[src/rtl/cpu_trace_probe.sv]
// Debug probe beside a simple CPU core: traces PC changes into a FIFO, shadows
// register-file writes and freezes on halt. Optional macro CPU_TRACE_PROBE_WRAP_EN.
module cpu_trace_probe #(
  parameter int DATA_W      = 8,
  parameter int PC_W        = 4,
  parameter int NREGS       = 4,
  parameter int TRACE_DEPTH = 16,
  parameter int STALL_LIMIT = 8,
  localparam int AW         = $clog2(NREGS),
  localparam int CW         = $clog2(TRACE_DEPTH) + 1
) (
  input  logic              clk,
  input  logic              reset,
  input  logic [PC_W-1:0]   pc,
  input  logic              rf_we,
  input  logic [AW-1:0]     rf_waddr,
  input  logic [DATA_W-1:0] rf_wdata,
  input  logic              arm,
  input  logic              rd_en,
  output logic [PC_W-1:0]   rd_data,
  output logic              rd_valid,
  output logic [CW-1:0]     trace_count,
  output logic              trace_full,
  output logic              overflow,
  output logic              capturing,
  output logic              halted,
  output logic [PC_W-1:0]   halt_pc,
  input  logic [AW-1:0]     snap_sel,
  output logic [DATA_W-1:0] snap_data
);

  localparam int PW = CW - 1;
  localparam int SW = $clog2(STALL_LIMIT);

  typedef enum logic [1:0] {IDLE, CAPTURE, HALTED} state_t;

  state_t            state;
  logic [PC_W-1:0]   mem [TRACE_DEPTH];
  logic [PW-1:0]     wr_ptr;
  logic [PW-1:0]     rd_ptr;
  logic [PC_W-1:0]   last_pc;
  logic [SW-1:0]     stall_cnt;
  logic [DATA_W-1:0] shadow [NREGS];

  logic start, push, pop, full, do_write, lose, adv_rd;

  // A push on a full buffer either drops the new entry or, with wrap enabled,
  // evicts the oldest one; a pop in the same cycle always makes room first.
  always_comb begin
    start    = arm && (state != CAPTURE);
    push     = (state == CAPTURE) && (pc != last_pc);
    full     = (trace_count == CW'(TRACE_DEPTH));
    pop      = rd_en && (trace_count != '0) && !start;
    lose     = push && full && !pop;
`ifdef CPU_TRACE_PROBE_WRAP_EN
    do_write = push;
    adv_rd   = pop || lose;
`else
    do_write = push && !lose;
    adv_rd   = pop;
`endif
  end

  always_ff @(posedge clk) begin
    if (start) begin
      mem[0] <= pc;
    end else if (do_write) begin
      mem[wr_ptr] <= pc;
    end
  end

  always_ff @(posedge clk) begin
    if (reset) begin
      state       <= IDLE;
      wr_ptr      <= '0;
      rd_ptr      <= '0;
      trace_count <= '0;
      overflow    <= 1'b0;
      halt_pc     <= '0;
      last_pc     <= '0;
      stall_cnt   <= '0;
      rd_data     <= '0;
      rd_valid    <= 1'b0;
    end else begin
      rd_valid <= 1'b0;
      if (start) begin
        state       <= CAPTURE;
        wr_ptr      <= PW'(1);
        rd_ptr      <= '0;
        trace_count <= CW'(1);
        overflow    <= 1'b0;
        halt_pc     <= '0;
        last_pc     <= pc;
        stall_cnt   <= '0;
      end else begin
        if (pop) begin
          rd_data  <= mem[rd_ptr];
          rd_valid <= 1'b1;
        end
        if (do_write) wr_ptr <= wr_ptr + PW'(1);
        if (adv_rd)   rd_ptr <= rd_ptr + PW'(1);
        if (lose)     overflow <= 1'b1;
        if (do_write && !adv_rd) begin
          trace_count <= trace_count + CW'(1);
        end else if (!do_write && adv_rd) begin
          trace_count <= trace_count - CW'(1);
        end

        // Halt once the PC has sat still for the full stall window.
        if (state == CAPTURE) begin
          if (pc != last_pc) begin
            last_pc   <= pc;
            stall_cnt <= '0;
          end else if (stall_cnt == SW'(STALL_LIMIT - 1)) begin
            state   <= HALTED;
            halt_pc <= pc;
          end else begin
            stall_cnt <= stall_cnt + SW'(1);
          end
        end
      end
    end
  end

  // Shadow copy keeps the register file as it was at halt; arm does not clear it.
  always_ff @(posedge clk) begin
    if (reset) begin
      for (int i = 0; i < NREGS; i++) shadow[i] <= '0;
      snap_data <= '0;
    end else begin
      snap_data <= shadow[snap_sel];
      if (rf_we && (state != HALTED)) shadow[rf_waddr] <= rf_wdata;
    end
  end

  assign trace_full = full;
  assign capturing  = (state == CAPTURE);
  assign halted     = (state == HALTED);

endmodule

[config.mk]
export PLATFORM = sky130hd
export DESIGN_NAME = cpu_trace_probe
export DESIGN_NICKNAME = d
export VERILOG_FILES = /design/src/rtl/cpu_trace_probe.sv
export SDC_FILE = /design/constraint.sdc
export NUM_CORES = 1
export LEC_CHECK = 0
export CELL_PAD_IN_SITES_DETAIL_PLACEMENT = 1
export CELL_PAD_IN_SITES_GLOBAL_PLACEMENT = 1
export CORE_MARGIN = 5
export CORE_UTILIZATION = 32
export DETAILED_ROUTE_END_ITERATION = 6
export PLACE_DENSITY = 0.62
export REMOVE_ABC_BUFFERS = 1
export SYNTH_ARGS = -nofsm -noshare
export SYNTH_HDL_FRONTEND = slang
export SYNTH_SLANG_ARGS = --single-unit
[constraint.sdc]
create_clock -name clk -period 4.6 [get_ports clk]
set_input_delay 0.69 -clock clk [delete_from_list [all_inputs] [get_ports clk]]
set_output_delay 0.69 -clock clk [all_outputs]
set_load 0.05 [all_outputs]
==> impl_results.md <==
- Largest net degree at the start of global routing: 20
- GPL Wtd Cong: 0.809
- Synth Area in Adders: 1.88%
- Routed Antenna Nets: 0
- Final nets: 485
- Pleak: 2.44 nW
- Number of synthesized flops with an enable pin: 96
- Worst reg2reg path startpoint: state[1]
- Worst-Margin Slew: 1.03 ns
- Worst Setup End Kind: flip-flop
- Maximum clock path buffer count: 2
- Max-Cap Viols: 0
- Clk Tree Root Cell: clkbuf_16
- Unique cell type count in the Yosys netlist: 47
- Power per Cell Area: 462 nW/um2
- Mapped Area: 5720 um2
- CTS tree: yes
- Placed insts: 666
- Die Wd: 144 um
- DRC: 0
- Flops & latches, synth: 136
- First-pass GRT wire length: 20,700 um
- Layout Skew: 0.00687 ns
- Core Util, Final: 40.1%
- Hold buffer count at CTS: 0
- Synth Area in XOR/XNOR: 1.68%
- Setup TNS: 0 ns
- CP max stage cell: o41a_4
- Final Cycle Share: 65.4%
- CP top delay family: buffers and inverters
- CTS resizes: 0
- Clock Sinks: 136
- DR vias/cell: 4.94
- Starting DRT DRC Count: 124
- Synth Area in Compound Gates: 6.01%
- Worst-Skew Late Latency: 0.42 ns
- Congestion Overflow GR: 0
- CP most frequent cell: mux2i_1
- WHS: 0.476 ns
- Relative slew margins: 30.9%
- IO Port Bufs: 46
- Most common cell after layout, fill and taps aside: edfxtp_1
- Worst-path cell chain: clkdlybuf4s50_1 > buf_4 > xor2_1 > o41a_4 > nand3_4 > inv_2 > fa_1 > inv_1 > a21o_1 > a21oi_1 > mux2i_1 > mux2i_1
- Maximum vdd ir drop: 0.184 mV
- Clock transition at the registers of the reported paths: 0.06 ns
- WL per Instance: 18.5 um
- I/O pin total: 47
- CP Launch Type: input pin
- Worst slack, placed: 1.15 ns
- Dpl hpwl: 8970 um
- Setup repair after global routing missed its margin: no
- Die Y: 144 um
- Top cells by area, synth: edfxtp_1, dfxtp_1, mux4_2
- Setup Fix Bufs, Post-CTS: 0
- Post-route cell area: 7130 um2
- Finished Layout Cells: 698
- Critical path class: input pin to flip-flop
- Yosys top cell area share: 50.4%
- Final Hold Fails: 0
- Seq/Total Area, Yosys: 64.3%
- Synthesized instance count: 399
- Crit Path Max Fanout: 19
- Via count: 3,448
- Routed WL: 12,900 um
- CP Data Required Time: 4.95 ns
- Fraction of layout cells with a size suffix above 1: 16.8%
- Outcome: complete, no violations
- Largest family of logic cells by synthesized area: simple AND/OR/NAND/NOR gates
- DP Area: 6460 um2
- Final WS setup: 1.59 ns
- Minimum clock period: 3.01 ns
- Critical Path AT: 3.36 ns
- Total CTS buffers: 17
- Synth Warn #: 0
- Crit path largest cell delay: 0.57 ns
- Num rows: 49
- Startpoint of the worst hold path: last_pc[2]
- GRT Resource Usage Total: 13.4%
- Setup crit start: pc[1]
- Largest area contributor in the netlist: edfxtp_1
- Core ar.: 17,800 um2
- First-pass iteration count of the detailed router: 4
- Worst min-delay path class: flip-flop to flip-flop
- Most frequent cells in the layout: edfxtp_1, clkdlybuf4s50_1, and2_1, dfxtp_1, nor2_1
- Synth Area in Simple Gates: 13.3%
- Die ar.: 20,700 um2
- Final setup vio count: 0
- Fmax: 332 MHz
- Ant diodes: 0
- Initial antenna violation count: 0
- Ys flop type: edfxtp_1
- Vias in the first global route: 3,777
- Final Power: 3.29 mW
- Worst Path Buf+Inv: 4
- Starting Density: 32.2%
- H-tree levels: 4
- Slew Viols, Final: 0
- Async set-reset flop share out of synthesis: 0%
- Mean Syn Cell Area: 14.3 um2
- Multiplexer area fraction after synthesis: 10.7%
- Synth-to-layout area growth: 24.5%
cell usage after synthesis, drive strengths merged (2+ instances only):
cell and instances:
edfxtp 96, and2 42, dfxtp 40, nor2 37, mux4 24, nand2 22, a21oi 16, nand3 11
buf 9, clkbuf 9, o21ai 9, xor2 8, ha 7, inv 7, mux2i 7, a22oi 6
a31oi 5, nand2b 4, nor3 4, a21o 3, nor2b 3, nor4 3, or2 3, xnor2 3
a211oi 2, and3 2, nand3b 2, nand4 2, nor4b 2
cell families after synthesis:
family | after synthesis
muxes | 31
xor gates and xnor gates | 11
AOI/OAI and AO/OA | 48
DFF | 136
and+or+nand+nor | 139
adders and majority gates | 8
buffers and inverters | 26
path summary, 6_finish.rpt:
check,to,slack (ns),depth (start not counted)
setup / recovery,trace_count[4],1.59,12
hold / removal,last_pc[2],0.48,2
setup reg to reg,trace_count[4],1.92,11
hold reg to reg,last_pc[2],0.48,2
flip-flops by register name, summed over array words and instances (netlist names):
| name | cells |
|---|---|
| halt_pc | 4 |
| last_pc | 4 |
| mem | 64 |
| overflow | 1 |
| rd_data | 4 |
| rd_ptr | 4 |
| rd_valid | 1 |
| shadow | 32 |
| snap_data | 8 |
| stall_cnt | 3 |
| state | 2 |
| trace_count | 5 |
| wr_ptr | 4 |
worst register-to-register path: stages, from the launching register on:
cell      delay [ns]
dfxtp_1         0.33
nand2b_1        0.36
clkinv_1        0.37
o41a_4          0.25
nand3_4         0.15
inv_2           0.09
fa_1            0.42
inv_1           0.08
a21o_1          0.11
a21oi_1         0.08
mux2i_1         0.18
mux2i_1         0.19
layer usage:
| layer | vias to the layer above | track usage [%] | part of all wire, % |
|---|---|---|---|
| met5 | - | 0 | 0 |
| met4 | 0 | 4.46 | 1.3 |
| met3 | 13 | 3.69 | 3.7 |
| met2 | 66 | 22.2 | 51 |
| met1 | 1761 | 16.9 | 44 |
| li1 | 1608 | - | - |
power by group:
group,internal [mW],total (mW),switching [mW]
clock,1.03,1.53,0.503
combinational,0.151,0.365,0.214
sequential,1.36,1.40,0.0368
layout make-up:
cell class,count,area (um2)
Tap cell,229,287
Sequential cell,136,3680
Timing Repair Buffer,56,536
Fill cell,1848,10700
Clock inverter,13,226
Inverter,8,30.0
Clock buffer,19,443
Multi-Input combinational cell,237,1920
No activity file was read; power rests on OpenSTA's default activity.
